File: src/rtl/buzz_arbiter_pkg.sv
// Shared definitions for the four-player buzzer arbiter.
// Contents: player count/ID width, FSM state encoding, the exmem I/O word
// addresses the arbiter outputs are mapped to, and the round-robin pick helper.
package buzz_arbiter_pkg;

   localparam int NUM_PLAYERS = 4;
   localparam int PLAYER_ID_W = 2;

   typedef enum logic [1:0] {
      S_IDLE   = 2'd0,
      S_ARMED  = 2'd1,
      S_LOCKED = 2'd2
   } state_t;

   // exmem I/O words driven by the arbiter
   localparam logic [9:0] ADDR_FIRST_PLAYER = 10'd529;
   localparam logic [9:0] ADDR_PLAYER_INPUT = 10'd530;
   localparam logic [9:0] ADDR_ALL_BUTTONS  = 10'd537;

   // Returns {found, id}. Scans from the highest offset down so the last
   // hit written is the one closest to ptr, i.e. the highest priority.
   function automatic logic [PLAYER_ID_W:0] rr_pick(
      input logic [NUM_PLAYERS-1:0] req,
      input logic [PLAYER_ID_W-1:0] ptr
   );
      logic [PLAYER_ID_W:0]   r;
      logic [PLAYER_ID_W-1:0] idx;
      r = '0;
      for (int k = NUM_PLAYERS - 1; k >= 0; k--) begin
         idx = ptr + k[PLAYER_ID_W-1:0];
         if (req[idx]) r = {1'b1, idx};
      end
      return r;
   endfunction

endpackage

File: src/rtl/buzz_arbiter_debounce.sv
// Per-button input conditioning: 2-FF synchroniser, debounce counter and a
// registered one-cycle rising-edge pulse of the debounced level.
// Ports:
//   clk, rst  - system clock, async active-high reset
//   btn_raw   - raw asynchronous button, active-high
//   level     - debounced button level
//   rise      - 1-cycle pulse, one cycle after level goes high
module buzz_arbiter_debounce #(
   parameter logic [15:0] DEBOUNCE_CYCLES = 16'd50000
) (
   input  logic clk,
   input  logic rst,
   input  logic btn_raw,
   output logic level,
   output logic rise
);

   logic        sync1;
   logic        sync2;
   logic        level_d;
   logic [15:0] cnt;

   always_ff @(posedge clk or posedge rst) begin
      if (rst) begin
         sync1   <= 1'b0;
         sync2   <= 1'b0;
         level   <= 1'b0;
         level_d <= 1'b0;
         rise    <= 1'b0;
         cnt     <= '0;
      end else begin
         sync1   <= btn_raw;
         sync2   <= sync1;
         level_d <= level;
         rise    <= level & ~level_d;
         // Any cycle agreeing with the current level restarts the count.
         if (sync2 == level) begin
            cnt <= '0;
         end else if (({1'b0, cnt} + 17'd1) >= {1'b0, DEBOUNCE_CYCLES}) begin
            level <= sync2;
            cnt   <= '0;
         end else begin
            cnt <= cnt + 16'd1;
         end
      end
   end

endmodule

File: src/rtl/buzz_arbiter.sv
// Four-player buzzer arbiter. Debounces the player buttons, opens a buzz
// window on arm, latches the first (round-robin resolved) winner until clear.
//
// state  | meaning
// IDLE   | no window open; rises ignored
// ARMED  | window open; first rise wins, optional timeout
// LOCKED | winner latched until clear
//
// Ports:
//   clk, rst        - system clock, async active-high reset
//   buttons[3:0]    - raw player buttons (async, active-high)
//   arm             - pulse: open a window (gated by gameHasStarted)
//   clear           - pulse: release winner / close window
//   gameHasStarted  - level enabling arm
//   firstPlayerFlag - winner ID, valid while playerInputFlag
//   playerInputFlag - winner latched
//   allButtons      - all four debounced buttons held
//   timedOut        - sticky: last window expired with no press
//   armed           - window open
module buzz_arbiter
   import buzz_arbiter_pkg::*;
#(
   parameter logic [15:0] DEBOUNCE_CYCLES = 16'd50000,
   parameter logic [31:0] TIMEOUT_CYCLES  = 32'd0
) (
   input  logic                   clk,
   input  logic                   rst,
   input  logic [NUM_PLAYERS-1:0] buttons,
   input  logic                   arm,
   input  logic                   clear,
   input  logic                   gameHasStarted,
   output logic [PLAYER_ID_W-1:0] firstPlayerFlag,
   output logic                   playerInputFlag,
   output logic                   allButtons,
   output logic                   timedOut,
   output logic                   armed
);

   logic [NUM_PLAYERS-1:0] level;
   logic [NUM_PLAYERS-1:0] rise;

   for (genvar i = 0; i < NUM_PLAYERS; i++) begin : g_btn
      buzz_arbiter_debounce #(
         .DEBOUNCE_CYCLES(DEBOUNCE_CYCLES)
      ) u_debounce (
         .clk    (clk),
         .rst    (rst),
         .btn_raw(buttons[i]),
         .level  (level[i]),
         .rise   (rise[i])
      );
   end

   state_t                 state, state_nx;
   logic [31:0]            timer, timer_nx;
   logic [PLAYER_ID_W-1:0] rr_ptr, rr_ptr_nx;
   logic [PLAYER_ID_W-1:0] winner, winner_nx;
   logic                   timed_out, timed_out_nx;
   logic [PLAYER_ID_W:0]   pick;

   always_ff @(posedge clk or posedge rst) begin
      if (rst) begin
         state      <= S_IDLE;
         timer      <= '0;
         rr_ptr     <= '0;
         winner     <= '0;
         timed_out  <= 1'b0;
         allButtons <= 1'b0;
      end else begin
         state      <= state_nx;
         timer      <= timer_nx;
         rr_ptr     <= rr_ptr_nx;
         winner     <= winner_nx;
         timed_out  <= timed_out_nx;
         allButtons <= &level;
      end
   end

   always_comb begin
      state_nx     = state;
      timer_nx     = timer;
      rr_ptr_nx    = rr_ptr;
      winner_nx    = winner;
      timed_out_nx = timed_out;
      pick         = rr_pick(rise, rr_ptr);
      case (state)
         S_IDLE: begin
            if (arm && gameHasStarted && !clear) begin
               state_nx     = S_ARMED;
               timed_out_nx = 1'b0;
               timer_nx     = '0;
            end
         end
         S_ARMED: begin
            // Priority: clear, then a win, then the timeout.
            if (clear) begin
               state_nx = S_IDLE;
            end else if (pick[PLAYER_ID_W]) begin
               state_nx  = S_LOCKED;
               winner_nx = pick[PLAYER_ID_W-1:0];
               rr_ptr_nx = pick[PLAYER_ID_W-1:0] + 1'b1;
            end else if ((TIMEOUT_CYCLES != 32'd0) && (timer == TIMEOUT_CYCLES - 32'd1)) begin
               state_nx     = S_IDLE;
               timed_out_nx = 1'b1;
            end else begin
               timer_nx = timer + 32'd1;
            end
         end
         S_LOCKED: begin
            if (clear) state_nx = S_IDLE;
         end
         default: state_nx = S_IDLE;
      endcase
   end

   // Flags decode straight from the state register so they drop on the
   // same edge the FSM leaves LOCKED.
   assign playerInputFlag = (state == S_LOCKED);
   assign firstPlayerFlag = (state == S_LOCKED) ? winner : '0;
   assign armed           = (state == S_ARMED);
   assign timedOut        = timed_out;

endmodule

File: config.mk
export PLATFORM = sky130hd
export DESIGN_NAME = buzz_arbiter
export DESIGN_NICKNAME = d
export VERILOG_FILES = /design/src/rtl/buzz_arbiter_pkg.sv /design/src/rtl/buzz_arbiter_debounce.sv /design/src/rtl/buzz_arbiter.sv
export SDC_FILE = /design/constraint.sdc
export NUM_CORES = 1
export LEC_CHECK = 0
export CAP_MARGIN = 15
export CORE_MARGIN = 2
export CORE_UTILIZATION = 61
export DETAILED_ROUTE_END_ITERATION = 12
export GPL_ROUTABILITY_DRIVEN = 1
export GPL_TIMING_DRIVEN = 0
export PLACE_DENSITY = 0.79
export RECOVER_POWER = 50
export SLEW_MARGIN = 10
export SYNTH_ARGS = -nofsm -noshare
export SYNTH_HDL_FRONTEND = slang
export SYNTH_SLANG_ARGS = --single-unit
File: constraint.sdc
create_clock -name clk -period 3.9 [get_ports clk]
set_clock_uncertainty 0.05 [all_clocks]
set_input_delay 0.975 -clock clk [delete_from_list [all_inputs] [get_ports clk]]
set_output_delay 0.975 -clock clk [all_outputs]
set_load 0.005 [all_outputs]
==> qor.txt <==
Number of sinks handled by clock tree synthesis -> 91
Initial antenna violation count -> 0
Die Height -> 92.9 um
Layout overhead on the synthesized area -> 10.6%
Worst-case clock buffer depth -> 2
Vias after detailed routing -> 3,637
Insertion delay of the later-clocked pin in the worst-skew pair -> 0.35 ns
YS warnings -> 0
Net count of the finished layout -> 550
Routability congestion estimate -> 0.827
Area taken by multi-input logic gates -> 2350 um2
Largest net degree at the start of global routing -> 65
Total power per unit cell area -> 333 nW/um2
Mapped cell area -> 4820 um2
Layout fillers -> 613
Post-detailed-placement half-perimeter wirelength -> 5820 um
Detailed router's first-iteration violation count -> 139
Hold Buf Count CTS -> 0
Diode insertion count for antenna repair -> 0
Wire length of the first global-routing pass -> 15,200 um
Leakage dissipation -> 2.26 nW
Worst setup path category -> register to register
Clock buffer count from CTS -> 9
Post-route cell area -> 5330 um2
Worst slew margin relative to its limit -> 11.3%
Top library cells by usage in the layout, fill and taps aside -> dfrtp_1, nor2_1, nand2_1, xor2_1, xnor2_1
Number of enable flip-flop cells after synthesis -> 0
CTS H-tree lvls -> 3
Type of the worst min-delay path -> register to register
Initial core utilization -> 62.6%
Arrival time of the worst setup path -> 3.16 ns
Critical path peak fanout -> 10
Number of failing setup endpoints in the final timing report -> 0
Post-layout minimum cycle time -> 2.95 ns
GRT Resource Usage Total -> 21.5%
Clock tree from TritonCTS -> yes
Fraction of layout cells with a size suffix above 1 -> 8.32%
Maximum clock rate -> 339 MHz
Synth unique cells -> 55
Actual slew at the worst max-slew pin -> 1.32 ns
First drt pass iteration count -> 5
Total grt overflow -> 0
Maximum capacitance violations -> 0
Share of synthesized flip-flops with an asynchronous set or reset -> 100%
Reg2reg start -> g_btn[2].u_debounce.cnt[0]$_DFF_PP0_
Final wirelength -> 8510 um
Average via count per standard cell -> 5.66
Status -> finished clean
X dimension of the die -> 92.9 um
Required time of the critical path -> 4.12 ns
Clock transition at the registers of the reported paths -> 0.09 ns
Instance count of the mapped netlist -> 512
Final Core Density -> 69.3%
Startpoint of the tightest hold check path -> g_btn[3].u_debounce.sync1$_DFF_PP0_
Leading cell types by total area after synthesis -> dfrtp_1, nor2_1, xor2_1
Count of placed standard cells in the final layout, fillers left out -> 643
Setup TNS after final layout -> 0 ns
Slew Limit Fails -> 0
Unrepaired setup endpoints after global routing -> false
Wire length per cell -> 13.2 um
Primary flip-flop cell chosen by synthesis mapping -> dfrtp_1
Part of the Yosys area used for sequential elements -> 47.3%
Worst Hold Slack -> 0.306 ns
Clock tree root driver cell -> clkbuf_8
Placeable core region -> 7690 um2
Final hold vios -> 0
IO Count -> 15
Period utilization -> 75.5%
Area of placed instances -> 5100 um2
Top-area cell type share of the netlist area -> 47.3%
Port buffer count -> 13
Largest area contributor in the netlist -> dfrtp_1
Worst-case vdd ir drop -> 184 uV
Critical Path End Type -> register
Launch point of the critical path -> g_btn[2].u_debounce.cnt[0]$_DFF_PP0_
Die area -> 8620 um2
Core Rows -> 32
Register area -> 2280 um2
Vias in the first global route -> 3,478
Synthesized area per cell -> 9.41 um2
Post-Synthesis Net Count -> 525
Number of register bits inferred by synthesis -> 91
Number of antenna-violating nets in the routed design -> 0
Buffers inserted by post-CTS timing repair -> 0
Startpoint type of the worst setup path -> register
Cell total after placement -> 628
Total of cells resized after clock tree synthesis -> 0
Leading cell type in the layout, fill and taps excluded -> dfrtp_1
Post-route DRC violation count -> 0
[state kept, by name, summed over array words and instances, names as in the netlist]
name / flops
g_btn.u_debounce.cnt: 64
g_btn.u_debounce.level: 4
g_btn.u_debounce.level_d: 4
g_btn.u_debounce.rise: 4
g_btn.u_debounce.sync1: 4
g_btn.u_debounce.sync2: 4
rr_ptr: 2
state: 2
winner: 2
allButtons: 1
[critical path, stage by stage (launching register included)]
cell,delay [ns]
dfrtp_1,0.42
ha_1,0.26
nand3_1,0.17
nor3_1,0.45
mux2_2,0.39
o21ai_0,0.17
a31oi_1,0.14
or3_1,0.40
buf_6,0.14
buf_8,0.13
nor2_1,0.14
[cells in the mapped netlist (14+ instances only)]
library cell	n
nor3_1	15
nand2_1	35
and3_1	15
nand4_1	18
a21oi_1	17
xnor2_1	30
nor2_1	84
xor2_1	32
inv_1	14
nand3_1	29
dfrtp_1	91
[worst paths after layout]
check	slack, ns	to	cells after the start
min reg2reg	0.31	g_btn[3].u_debounce.sync2$_DFF_PP0_	0
max	0.95	g_btn[2].u_debounce.cnt[7]$_DFF_PP0_	10
max in group asynchronous	1.66	g_btn[1].u_debounce.cnt[10]$_DFF_PP0_	3
min in group asynchronous	1.31	g_btn[0].u_debounce.sync2$_DFF_PP0_	2
min	0.31	g_btn[3].u_debounce.sync2$_DFF_PP0_	0
max reg2reg	0.95	g_btn[2].u_debounce.cnt[7]$_DFF_PP0_	10
[final cells by class]
type	instances	share of cell area [%]
Buffer	25	2.58
Clock buffer	10	2.58
Clock inverter	5	1.60
Inverter	14	1.01
Multi-Input combinational cell	382	44.1
Sequential cell	91	42.8
Tap cell	102	2.40
Timing Repair Buffer	14	2.96
[kinds of logic after synthesis]
logic type / count (synthesis) / share of synthesized area, %
XOR/XNOR: 62 / 11.3
flip-flops: 91 / 47.3
adder cells (fa/ha/maj): 4 / 1.04
AND/OR/NAND/NOR: 240 / 24.6
multiplexers: 15 / 3.38
other: 1 / 0.0779
AO/OA/AOI/OAI: 60 / 8.42
buffers and inverters: 39 / 3.95
[layer usage]
layer | vias to the layer above | GRT usage (%) | part of all wire, %
li1 | 1814 | - | -
met3 | 8 | 4.23 | 4.1
met5 | - | 0 | 0
met1 | 1736 | 29.4 | 47
met4 | 0 | 5.02 | 0.60
met2 | 79 | 35.6 | 48
[through the flow]
stage | total power, W | setup WS [ns]
final | 0.00177 | 0.954
after global routing | 0.00185 | 0.769
after CTS | 0.00178 | 0.962
after detailed placement | 0.00108 | 0.989
after global placement | 0.00107 | -0.753
after floorplan | 0.00105 | 0.511
[report_power, final]
group          leakage [nW]  switching [W]  internal, W
clock network         0.109       0.000336     0.000380
logic                 0.917      0.0000492    0.0000321
registers              1.23      0.0000153     0.000959
total                  2.26       0.000400      0.00137
No activity file was read; power rests on OpenSTA's default activity.
